`src/rtl/arm_instr_encoder.sv`:
```
// rtl/arm_instr_encoder.sv - field-level ARM instruction encoder and sequential instruction-memory loader
module arm_instr_encoder #(
    parameter int          ADDR_W    = 6,
    parameter int unsigned BASE_ADDR = 0
) (
    input  logic              clk,
    input  logic              reset,
    input  logic              start,
    input  logic              in_valid,
    output logic              in_ready,
    input  logic [1:0]        in_op,
    input  logic [3:0]        in_cmd,
    input  logic [3:0]        in_cond,
    input  logic              in_i,
    input  logic              in_l,
    input  logic [3:0]        in_rd,
    input  logic [3:0]        in_rn,
    input  logic [3:0]        in_rm,
    input  logic [23:0]       in_imm,
    input  logic              in_last,
    output logic              mem_we,
    output logic [ADDR_W-1:0] mem_addr,
    output logic [31:0]       mem_wdata,
    output logic              busy,
    output logic              done,
    output logic              err,
    output logic [ADDR_W:0]   count
);

    localparam logic [ADDR_W:0]   DEPTH_C = (ADDR_W + 1)'(1 << ADDR_W);
    localparam logic [ADDR_W-1:0] BASE_C  = ADDR_W'(BASE_ADDR);

    typedef enum logic [1:0] {
        S_IDLE = 2'd0,
        S_RUN  = 2'd1,
        S_DONE = 2'd2
    } state_t;

    state_t            state_q, state_d;
    logic [ADDR_W-1:0] ptr_q, ptr_d;
    logic [ADDR_W:0]   count_q, count_d;
    logic              err_q, err_d;
    logic              we_q, we_d;
    logic [ADDR_W-1:0] addr_q, addr_d;
    logic [31:0]       wdata_q, wdata_d;

    logic        legal;
    logic [31:0] word;
    logic [11:0] op2;
    logic        cmd_ok;
    logic        accept;

    // Pure field packing; legality gates whether the word is ever written.
    always_comb begin
        legal  = 1'b0;
        word   = 32'h0;
        op2    = 12'h0;
        cmd_ok = (in_cmd == 4'b0100) || (in_cmd == 4'b0010) ||
                 (in_cmd == 4'b0000) || (in_cmd == 4'b1100);
        case (in_op)
            2'b00: begin
                op2   = in_i ? {4'b0000, in_imm[7:0]} : {8'h00, in_rm};
                word  = {in_cond, 2'b00, in_i, in_cmd, 1'b0, in_rn, in_rd, op2};
                legal = cmd_ok && !(in_i && (in_imm[23:8] != 16'h0));
            end
            2'b01: begin
                word  = {in_cond, 2'b01, 1'b0, 1'b1, 1'b1, 1'b0, 1'b0, in_l,
                         in_rn, in_rd, in_imm[11:0]};
                legal = (in_imm[23:12] == 12'h0);
            end
            2'b10: begin
                word  = {in_cond, 2'b10, 2'b10, in_imm};
                legal = 1'b1;
            end
            default: begin
                word  = 32'h0;
                legal = 1'b0;
            end
        endcase
    end

    assign accept = in_valid && (state_q == S_RUN);

    always_comb begin
        state_d = state_q;
        ptr_d   = ptr_q;
        count_d = count_q;
        err_d   = err_q;
        we_d    = 1'b0;
        addr_d  = addr_q;
        wdata_d = wdata_q;
        case (state_q)
            S_IDLE, S_DONE: begin
                if (start) begin
                    state_d = S_RUN;
                    ptr_d   = BASE_C;
                    count_d = '0;
                    err_d   = 1'b0;
                end
            end
            S_RUN: begin
                if (accept) begin
                    if (legal) begin
                        we_d    = 1'b1;
                        addr_d  = ptr_q;
                        wdata_d = word;
                        ptr_d   = ptr_q + 1'b1;
                        count_d = count_q + 1'b1;
                        // Memory full: close the session; flag it unless the source also ended here.
                        if ((count_q + 1'b1) == DEPTH_C) begin
                            state_d = S_DONE;
                            if (!in_last) err_d = 1'b1;
                        end
                    end else begin
                        err_d = 1'b1;
                    end
                    if (in_last) state_d = S_DONE;
                end
            end
            default: state_d = S_IDLE;
        endcase
    end

    always_ff @(posedge clk) begin
        if (reset) begin
            state_q <= S_IDLE;
            ptr_q   <= '0;
            count_q <= '0;
            err_q   <= 1'b0;
            we_q    <= 1'b0;
            addr_q  <= '0;
            wdata_q <= 32'h0;
        end else begin
            state_q <= state_d;
            ptr_q   <= ptr_d;
            count_q <= count_d;
            err_q   <= err_d;
            we_q    <= we_d;
            addr_q  <= addr_d;
            wdata_q <= wdata_d;
        end
    end

    assign in_ready  = (state_q == S_RUN);
    assign busy      = (state_q == S_RUN);
    assign done      = (state_q == S_DONE);
    assign err       = err_q;
    assign count     = count_q;
    assign mem_we    = we_q;
    assign mem_addr  = addr_q;
    assign mem_wdata = wdata_q;

endmodule

```
`config.mk`:
```
export PLATFORM = sky130hd
export DESIGN_NAME = arm_instr_encoder
export DESIGN_NICKNAME = d
export VERILOG_FILES = /design/src/rtl/arm_instr_encoder.sv
export SDC_FILE = /design/constraint.sdc
export NUM_CORES = 1
export LEC_CHECK = 0
export CORE_ASPECT_RATIO = 0.5
export CORE_UTILIZATION = 55
export DETAILED_ROUTE_END_ITERATION = 7
export DONT_BUFFER_PORTS = 1
export GPL_TIMING_DRIVEN = 1
export PLACE_DENSITY = 0.68
export RECOVER_POWER = 25
export SETUP_SLACK_MARGIN = 0.05
export SLEW_MARGIN = 20
export SYNTH_ARGS = -nofsm -noshare
export SYNTH_HDL_FRONTEND = slang
export SYNTH_SLANG_ARGS = --single-unit
```
`constraint.sdc`:
```
create_clock -name clk -period 3.1 [get_ports clk]
set_input_delay 0.31 -clock clk [delete_from_list [all_inputs] [get_ports clk]]
set_output_delay 0.31 -clock clk [all_outputs]
set_load 0.05 [all_outputs]
```
Word-level counts from Yosys, hierarchy flattened
Index checks and enable logic that the tools add are counted.

cells by class
  $lt $le $gt $ge = 0
  shifts and indexed selects = 0
  add/sub/neg operators = 2
  bitwise gates (word level) = 2
  multiplexer cells = 24
  reductions and logical operators = 19
  multipliers = 0
  eq/ne operators = 15
  divide/modulo/power cells = 0

operator list
  operator             count
  $pmux 32 s3          1
  $mux 7               3
  $mux 6               3
  $reduce_bool 16->1   1
  $pmux 7 s2           1
  $logic_not 12->1     1
  $pmux 6 s2           1
  $mux 2               5
  $ne 3x2->1 const B   3
  $mux 8               1
  $reduce_and 4->1     2
  $add 7x1->7 const B  1
  $eq 7x7->1 const B   1
  $add 6x1->6 const B  1
  $mux 1               6
  $reduce_and 5->1     1
  $eq 2x1->1 const B   2
  $eq 2x2->1 const B   2
  $eq 4x2->1 const B   1
  $eq 4x3->1 const B   1
  $eq 4x4->1 const B   1
  $logic_not 2->1      2
  $logic_not 4->1      1
  $ne 2x1->1 const B   2
  other kinds (13)     18

word-level totals
  word-level logic and storage cells = 69
  memories = 0
  memory bits (writable) = 0
  flip-flop bits (word level) = 55
  memory bits (read-only) = 0
  bits of input ports = 53
  latch bits = 0

Logic depth before layout (Yosys ltp)
Gate-level depths: netlist of the first run.

  depth after elaboration = 10
  gate-level depth with buffers = 7

Worst setup path before layout of the first run
Ideal clock, no wire load.

  path type = input-to-reg
  start = input in_imm[16]
  end = register wdata_q[23] (netlist: mem_wdata[23])
  arrival = 2.056 ns
  setup slack = 0.927 ns
  required time = 2.984 ns
  stages = 7
  cells stage by stage = or4_4 -> o41ai_4 -> and2_1 -> buf_2 -> nand2_1 -> buf_2 -> a31o_2

between the ends
  longest elaborated chain between the ends = 6

RTL lines
  item                            RTL line  RTL
  from (decl)                     19        input logic [23:0] in_imm,
  $reduce_bool 16->1              64        legal = cmd_ok && !(in_i && (in_imm[23:8] != 16'h0));
  $logic_and 1x1->1               64
  $logic_not 1->1                 64
  $logic_and 1x1->1               64
  $pmux 1 s3 (*)                  60        case (in_op)
  $reduce_and 3->1 (no line) (*)  -
  to (signal assigned)            140       wdata_q <= wdata_d;
  to (decl)                       45        logic [31:0] wdata_q, wdata_d;

Mark *: on every way between the ends. The rest lies on a longest branch, timed or not.
A chain may end at the register's enable or synchronous reset.

Worst setup path in the final report of the first run
  start = register count_q[0] (netlist: count[0])
  end = register state_q[0]

between the ends
  longest elaborated chain between the ends = 4

RTL lines
  item                        RTL line  RTL
  from (decl)                 41        logic [ADDR_W:0] count_q, count_d;
  from (signal assigned)      136       count_q <= count_d;
  $add 7x1->7                 110       if ((count_q + 1'b1) == DEPTH_C) begin
  $eq 7x7->1                  110
  $ne 3x2->1 (no line)        -
  $reduce_and 4->1 (no line)  -
  to (signal assigned)        134       state_q <= state_d;
  to (decl)                   39        state_t state_q, state_d;

No other way between the ends.

==> reports/summary.log, run 1 <==
INFO  timing         skew=0.009719ns
INFO  logic_synthesis syn_area=2749um2
INFO  logic_synthesis synth_top_cell_by_area=dfxtp_1
INFO  clock_network  maximum_buffer_depth_of_the_clock_tree=2
INFO  floorplan      die_h=51.99um
INFO  timing         timing.max_slew.rel_slack=33.64%
INFO  finish         post_layout_nonfiller_instances=376
INFO  worst_setup_path reg2reg_to=state_q[0]$_SDFFE_PP0P_
INFO  worst_setup_path r2r-start=count[0]$_SDFFE_PP0P_
INFO  route          detail_route.first_pass.iterations=5
INFO  logic_synthesis syn_avg_cell_area=8.406um2
INFO  global_route   antenna_found_initial=0
INFO  pwr            power.switching_fraction=28.07%
INFO  route          drcViolationCount=0
INFO  pwr            comb_power_share=9.5%
INFO  clock_network  clk_pin_slew_worst_paths=0.10ns
INFO  worst_setup_path critical-path-slowest-cell=dfxtp_1
INFO  logic_synthesis synthesis.nets=383
INFO  logic_synthesis netlist_instances=327
INFO  hold_path      hold_path_class=primary input to register
INFO  placed_design  dp_hpwl=4.832mm
INFO  clock_network  tritoncts_clock_tree=built
INFO  job            drv.max_cap_violation_count=0
INFO  route          route.vias.total=2446
INFO  route          routed_wirelength=6.892mm
INFO  worst_setup_path cp-start-kind=register
INFO  hold_path      hold_depth=1
INFO  floorplan      initial_core_util=59.83%
INFO  pwr            power.switching=0.0003679W
INFO  clock_network  post_cts_resize_count=0
INFO  placed_design  place.port_buffers=0
INFO  worst_setup_path worst-endpoint-required=3.31ns
INFO  worst_setup_path cp_cell_sequence=ha_1, and3_1, a31o_2, nand3_1, o41a_1
INFO  floorplan      die-width=102.0um
INFO  finish         layout_cells_sized_above_1=9.677%
INFO  clock_network  post-cts-setup-buffer-count=0
INFO  pwr            power_report.internal_total=0.0009429W
INFO  worst_setup_path setup.worst_path.end_class=register
INFO  route          detail_route.iter0.violations=71
INFO  global_route   grt_first_pass_wirelength=10.45mm
INFO  finish         final_cell_mix=55 x dfxtp_1, 36 x a21oi_1, 22 x o21ai_0
INFO  finish         final_core_util=61.82%
INFO  hold_path      hold_sp=reset
INFO  logic_synthesis synth_largest_type_area_fraction=40.05%
INFO  placed_design  dp.cells=368
INFO  finish         area_growth_syn_to_layout=3.323%
INFO  finish         most_common_cell_after_layout_fill_and_taps_aside=dfxtp_1
INFO  worst_setup_path largest_delay_contributor_family_on_the_critical_path=flip-flops
INFO  finish         diodes=0
INFO  global_route   first_global_vias=2043
INFO  worst_setup_path critPathKind=register to register
INFO  clock_network  clk-insertion-delay-late=0.31ns
INFO  run_status     run_status=finished clean
INFO  placed_design  gp_routability_congestion=0.8258
INFO  finish         finalNetCount=365
INFO  pwr            p_clk_share=31.8%
INFO  hold_path      holdPathEnd=mem_wdata[27]$_SDFFE_PP0P_
INFO  clock_network  cts-buffers-inserted=5
INFO  route          route.antenna.remaining_nets=0
INFO  worst_setup_path worstPathMaxFanout=7
INFO  timing         final_hold_viol_count=0
INFO  global_route   overflow=0
INFO  global_route   maximum_number_of_pins_on_one_net_before_global_route_repair=41
INFO  logic_synthesis ys.flop_type=dfxtp_1
INFO  global_route   globalRouteTotalUtil=26.01%
INFO  logic_synthesis post_synth_main_area_contributors=dfxtp_1 40%, a21oi_1 6.7%, o21ai_0 4.0%, a211oi_1 3.8%, nand3_1 3.6%
INFO  worst_setup_path critPathBufInv=0
INFO  timing         max_slew_violations=0
INFO  timing         tns=0ns
INFO  clock_network  ctsHtreeMaxLevel=2
INFO  logic_synthesis synth-edff-count=0
INFO  floorplan      core.rowCount=17
INFO  route          wl_per_cell=18.33um
INFO  clock_network  clk_root_buffer_cell=clkbuf_8
INFO  worst_setup_path regToRegSetupSlack=0.99ns
INFO  pwr            power_leakage=0.9331nW
INFO  worst_setup_path timing.reg2reg.worst_path_depth=5
INFO  worst_setup_path critical_path.max_stage_delay=0.77ns
INFO  route          vias_per_cell=6.505
INFO  finish         fillers=439
INFO  timing         worst-slew-pin-transition=0.9954ns
INFO  logic_synthesis async_flop_share=0%
INFO  clock_network  tritoncts_num_sinks=55
INFO  pwr            sequentialPowerShare=58.8%
INFO  timing         final_critical_period=2.110ns
INFO  timing         period_share=68.07%
INFO  logic_synthesis synth-seq-area-share=40.05%
INFO  pwr            p_per_area=461.5nW/um2
INFO  logic_synthesis yosys_warnings=0
INFO  timing         setup_viol_count_final=0
INFO  pwr            ir_worst_vdd=0.2428mV
INFO  floorplan      floorplan.io_pins=103
INFO  timing         setup_repair_after_global_routing_missed_its_margin=no
INFO  logic_synthesis synth_cell_types=49
INFO  worst_setup_path cp.arrival=2.32ns
INFO  timing         timing.fmax=473.9MHz
INFO  floorplan      design.die.area=5302um2
INFO  logic_synthesis synth_seq_cells=55
INFO  floorplan      placeableCoreArea=4594um2
INFO  clock_network  cts_hold_buffers=0
## cell type report
cell class	count	area [um2]	share of cell area, %
inverter	4	15.01	0.5286
sequential	55	1101	38.77
timing repair buffer	7	48.80	1.718
multi-input combinational	236	1498	52.73
clock inverter	1	8.758	0.3084
clock buffer	7	86.33	3.040
tap	66	82.58	2.907
## worst max path at each step
stage / from / slack [ns] / end / cells past startpoint
global route: count[0]$_SDFFE_PP0P_ / 0.88 / state_q[0]$_SDFFE_PP0P_ / 5
detailed placement: in_imm[16] / 0.73 / mem_wdata[21]$_SDFFE_PP0P_ / 5
global placement: in_imm[16] / 0.78 / mem_wdata[8]$_SDFFE_PP0P_ / 6
finish: count[0]$_SDFFE_PP0P_ / 0.99 / state_q[0]$_SDFFE_PP0P_ / 5
floorplan: in_imm[16] / 0.93 / mem_wdata[23]$_SDFFE_PP0P_ / 7
CTS: count[0]$_SDFFE_PP0P_ / 1.00 / state_q[0]$_SDFFE_PP0P_ / 5
## registers in the layout, indices dropped and copies added (netlist names)
name,flops
count,7
err,1
mem_addr,6
mem_wdata,32
mem_we,1
ptr_q,6
state_q,2
## cell families after synthesis
group           after synthesis  synth area share (%)
flops                        55                 40.05
compound gates              116                 28.04
simple gates                108                 21.67
fa+ha+maj                     3                 1.366
buf+inv                      36                 5.599
mux                           8                 2.959
xor+xnor                      1                0.3187
## worst register-to-register path, cell delays in order (launching register included)
cell and delay [ns]:
dfxtp_1 0.77, ha_1 0.37, and3_1 0.22, a31o_2 0.19, nand3_1 0.13, o41a_1 0.32
## stage by stage
step | power, W | hold slack (ns) | instance area (um2) | setup WS [ns]
4_1_cts | 0.001320 | 0.04965 | 2844 | 1.003
3_3_place_gp | 0.0009062 | 0.3850 | 2749 | 0.7804
6_report | 0.001311 | 0.06704 | 2840 | 0.9900
2_1_floorplan | 0.0008995 | 0.4486 | 2749 | 0.9275
5_1_grt | 0.001359 | 0.04514 | 2840 | 0.8784
3_5_place_dp | 0.0009102 | 0.3855 | 2749 | 0.7333
## cell usage after synthesis (all sizes together) (4+ instances only)
| cell type | count |
|---|---|
| nor2 | 14 |
| nor4 | 6 |
| nor2b | 11 |
| nor3 | 7 |
| inv | 4 |
| a211oi | 14 |
| a31oi | 5 |
| nand4 | 6 |
| nand2 | 20 |
| clkbuf | 21 |
| o211ai | 12 |
| dfxtp | 55 |
| a31o | 9 |
| a21oi | 37 |
| or4 | 6 |
| o21ai | 22 |
| nand2b | 5 |
| nand3 | 20 |
| o41ai | 5 |
| buf | 11 |
| mux2i | 7 |
## power groups by stage
stage / Sequential (W) / Combinational, W / Clock, W
5_1_grt: 0.000771 / 0.000137 / 0.000450
2_1_floorplan: 0.000783 / 0.000116 / 0
4_1_cts: 0.000770 / 0.000124 / 0.000426
3_5_place_dp: 0.000786 / 0.000124 / 0
6_report: 0.000770 / 0.000124 / 0.000416
3_3_place_gp: 0.000786 / 0.000120 / 0
## per-layer routing
metal  up-vias  GRT usage [%]  part of all wire [%]
li1       1187              -                     -
met2       102          40.49                    45
met3         8          9.274                   9.5
met5         -              0                     0
met1      1149          34.35                    45
met4         0          6.429                  0.94
Note: power is estimated with default switching activity, not from simulation.
==> run 2: changes to the inputs <==
Settings changed: ABC_AREA set to 1, PLACE_DENSITY 0.68 to 0.71.
Clock period 3.1 ns to 1.81 ns, I/O delays scaled along.
==> run 2 against run 1 <==
Net effect:
- the flow now finishes with violations (negative hold slack)
- sequential power up 81%
- clock power is 91% higher
- global-route usage is 0.44 points higher
- critical path depth increased by 4
- final area up 4.0%
- first-iteration DRC count rose by 5.6%
- clock skew is 0.0039 ns lower
- via count is 0.12% lower
- wire length decreased by 8.8%
- register-to-register slack got worse by 0.78 ns
- die area fell by 4.1%
==> reports/summary.log, run 2 <==
INFO  run_status     run_status=finished with violations [was finished clean]
INFO  run_status     failed_checks=negative hold slack
INFO  pwr            ir_worst_vdd=0.5065mV [was 0.2428 mV]
INFO  route          detail_route.iter0.violations=75 [was 71]
INFO  finish         finalNetCount=444 [was 365]
INFO  logic_synthesis yosys_warnings=0 [unchanged]
INFO  timing         final_critical_period=1.602ns [was 2.110 ns]
INFO  logic_synthesis syn_area=2634um2 [was 2749 um2]
INFO  floorplan      placeableCoreArea=4488um2 [was 4594 um2]
INFO  clock_network  maximum_buffer_depth_of_the_clock_tree=2 [unchanged]
INFO  timing         setup_viol_count_final=0 [unchanged]
INFO  route          route.antenna.remaining_nets=0 [unchanged]
INFO  logic_synthesis synth_cell_types=30 [was 49]
INFO  timing         final_hold_viol_count=10 [was 0]
INFO  timing         setup_repair_after_global_routing_missed_its_margin=yes [was no]
INFO  hold_path      hold_path_class=primary input to register [unchanged]
INFO  logic_synthesis synth.most_common_cell=nand2_1 [was dfxtp_1]
INFO  route          wl_per_cell=13.85um [was 18.33 um]
INFO  timing         hold_ws=-0.06529ns [was 0.06704 ns]
INFO  logic_synthesis synth_common_cells=69 x nand2_1, 66 x nor2_1, 55 x dfxtp_1, 38 x nand3_1, 36 x o21ai_0 [was 55 x dfxtp_1, 37 x a21oi_1, 22 x o21ai_0, 21 x clkbuf_1, 20 x nand3_1]
INFO  logic_synthesis fraction_of_the_mapped_netlist_area_in_adder_cells=1.425% [was 1.365%]
INFO  timing         period_share=88.53% [was 68.07%]
INFO  timing         max_slew_violations=0 [unchanged]
INFO  clock_network  cts_hold_buffers=7 [was 0]
INFO  worst_setup_path worst-endpoint-required=2.05ns [was 3.31 ns]
INFO  placed_design  gp_routability_congestion=0.8753 [was 0.8258]
INFO  route          route.vias.total=2443 [was 2446]
INFO  route          vias_per_cell=5.381 [was 6.505]
INFO  clock_network  ctsHtreeMaxLevel=2 [unchanged]
INFO  finish         flip_flop_count_of_the_largest_register_all_copies_and_words_added=32 [unchanged]
INFO  global_route   globalRouteTotalUtil=26.44% [was 26.01%]
INFO  floorplan      core.rowCount=17 [unchanged]
INFO  logic_synthesis netlist_instances=368 [was 327]
INFO  clock_network  cts-buffers-inserted=5 [unchanged]
INFO  worst_setup_path cp.arrival=1.84ns [was 2.32 ns]
INFO  pwr            p_per_area=890.0nW/um2 [was 461.5 nW/um2]
INFO  logic_synthesis synth_top_cell_by_area=dfxtp_1 [unchanged]
INFO  global_route   antenna_found_initial=0 [unchanged]
INFO  floorplan      design.die.area=5086um2 [was 5302 um2]
INFO  clock_network  tritoncts_num_sinks=55 [unchanged]
INFO  logic_synthesis async_flop_share=0% [unchanged]
INFO  global_route   first_global_vias=2331 [was 2043]
INFO  global_route   overflow=0 [unchanged]
INFO  logic_synthesis post_synth_xor_area_fraction=1.663% [was 0.3186%]
INFO  worst_setup_path setup.worst_path.end_class=register [unchanged]
INFO  logic_synthesis ys.flop_type=dfxtp_1 [unchanged]
INFO  worst_setup_path critPathKind=register to register [unchanged]
INFO  placed_design  dp_hpwl=4.546mm [was 4.832 mm]
INFO  timing         worst-slew-pin-transition=0.6168ns [was 0.9954 ns]
INFO  timing         skew=0.005847ns [was 0.009719 ns]
INFO  worst_setup_path worstPathMaxFanout=6 [was 7]
INFO  logic_synthesis post_synth_main_area_contributors=dfxtp_1 42%, nand2_1 9.8%, nor2_1 9.4%, nand3_1 7.2%, o21ai_0 6.8% [was dfxtp_1 40%, a21oi_1 6.7%, o21ai_0 4.0%, a211oi_1 3.8%, nand3_1 3.6%]
INFO  pwr            power_leakage=1.298nW [was 0.9331 nW]
INFO  floorplan      floorplan.io_pins=103 [unchanged]
INFO  logic_synthesis post_synth_mux_area_share=0% [was 2.959%]
INFO  finish         most_common_cell_after_layout_fill_and_taps_aside=nand2_1 [was dfxtp_1]
INFO  job            drv.max_cap_violation_count=0 [unchanged]
INFO  global_route   maximum_number_of_pins_on_one_net_before_global_route_repair=37 [was 41]
INFO  clock_network  clk_root_buffer_cell=clkbuf_8 [unchanged]
INFO  finish         final_cell_mix=69 x nand2_1, 66 x nor2_1, 53 x dfxtp_1 [was 55 x dfxtp_1, 36 x a21oi_1, 22 x o21ai_0]
INFO  logic_synthesis syn_avg_cell_area=7.157um2 [was 8.406 um2]
INFO  route          drcViolationCount=0 [unchanged]
INFO  global_route   grt_first_pass_wirelength=10.57mm [was 10.45 mm]
INFO  finish         diodes=0 [unchanged]
INFO  floorplan      initial_core_util=58.68% [was 59.83%]
INFO  clock_network  tritoncts_clock_tree=built [unchanged]
INFO  logic_synthesis synth_top_family_by_area=simple AND/OR/NAND/NOR gates [was compound AO/OA/AOI/OAI gates]
INFO  worst_setup_path cp-start-kind=register [unchanged]
INFO  route          detail_route.first_pass.iterations=4 [was 5]
INFO  clock_network  clk_pin_slew_worst_paths=0.10ns [about the same]
INFO  logic_synthesis synth-edff-count=0 [unchanged]
INFO  timing         tns=0ns [unchanged]
INFO  timing         timing.max_slew.rel_slack=59.06% [was 33.64%]
INFO  floorplan      die-width=99.87um [was 102.0 um]
INFO  floorplan      die_h=50.93um [was 51.99 um]
INFO  logic_synthesis synth_compound_area_share=15.58% [was 28.04%]
INFO  timing         timing.fmax=624.0MHz [was 473.9 MHz]
INFO  logic_synthesis synth_largest_type_area_fraction=41.81% [was 40.05%]
INFO  placed_design  place.port_buffers=0 [unchanged]
INFO  clock_network  clk-insertion-delay-late=0.30ns [was 0.31 ns]
INFO  logic_synthesis synth_seq_cells=55 [unchanged]
INFO  finish         fillers=406 [was 439]
INFO  logic_synthesis synth-simple-area-share=31.73% [was 21.67%]
INFO  finish         layout_cells_sized_above_1=11.86% [was 9.677%]
INFO  route          routed_wirelength=6.286mm [was 6.892 mm]
INFO  logic_synthesis synth-seq-area-share=41.81% [was 40.05%]
INFO  finish         area_growth_syn_to_layout=12.16% [was 3.323%]
INFO  logic_synthesis synthesis.nets=424 [was 383]
-- run 2: path summary, 6_finish.rpt --
| kind | start | end | slack (ns) | cells past startpoint |
|---|---|---|---|---|
| worst max-delay path | count[0]$_SDFFE_PP0P_ | state_q[1]$_SDFFE_PP0P_ | 0.21 | 9 |
| worst min-delay path | reset | ptr_q[0]$_SDFFE_PP0P_ | -0.07 | 1 |
| worst max register to register | count[0]$_SDFFE_PP0P_ | state_q[1]$_SDFFE_PP0P_ | 0.21 | 9 |
| worst min register to register | ptr_q[0]$_SDFFE_PP0P_ | ptr_q[0]$_SDFFE_PP0P_ | 0.48 | 2 |
-- run 2: kinds of logic after synthesis --
logic type                 Yosys count
and+or+nand+nor                    191
AOI/OAI and AO/OA                   73
DFF                                 55
buffers and inverters               41
xor gates and xnor gates             5
adders and majority gates            3
-- run 2: repair_timing --
| action | CTS | global route |
|---|---|---|
| endpoints found under the setup margin | 0 | 46 |
| resized for setup | 0 | 10 |
| hold endpoints to repair | 17 | 10 |
| setup buffers | 0 | 4 |
-- run 2: layout make-up --
| class | count | area, um2 | area share, % |
|---|---|---|---|
| Multi-Input combinational cell | 272 | 1345 | 45.53 |
| Sequential cell | 55 | 1106 | 37.44 |
| Timing Repair Buffer | 30 | 221.5 | 7.497 |
| Inverter | 24 | 92.59 | 3.134 |
| Tap cell | 66 | 82.58 | 2.795 |
| Clock buffer | 5 | 68.82 | 2.330 |
| Clock inverter | 2 | 37.54 | 1.271 |
-- run 2: per-stage QoR --
step	setup WS, ns	power [W]	instances	instance area [um2]	utilization (%)
2_1_floorplan	0.1302	0.001759	368	2636	-
3_3_place_gp	0.1738	0.001835	436	2761	61.53
3_5_place_dp	0.07423	0.001850	436	2761	61.53
4_1_cts	0.06095	0.002645	450	2938	65.46
5_1_grt	0.02654	0.002747	454	2954	65.82
6_report	0.2076	0.002629	454	2954	65.82
-- run 2: report_power, final --
| group | internal [W] | switching (W) | total [W] |
|---|---|---|---|
| Combinational | 0.000143 | 0.000305 | 0.000448 |
| Clock | 0.000405 | 0.000391 | 0.000796 |
| Sequential | 0.00126 | 0.000124 | 0.00139 |
-- run 2: layer usage --
layer  global-route usage (%)  routed length, um
met2                    45.52               3017
met3                    8.755                450
met1                    32.62               2783
met5                        0                  0
met4                    5.637                 35
-- run 2: worst max-delay path: stages (launching register included) --
cell     delay, ns
dfxtp_4       0.37
ha_1          0.20
or2_2         0.28
nand2_1       0.06
nand2_1       0.05
nor2_1        0.12
nand3_2       0.12
o21ai_2       0.14
nand2_1       0.08
a21oi_2       0.12
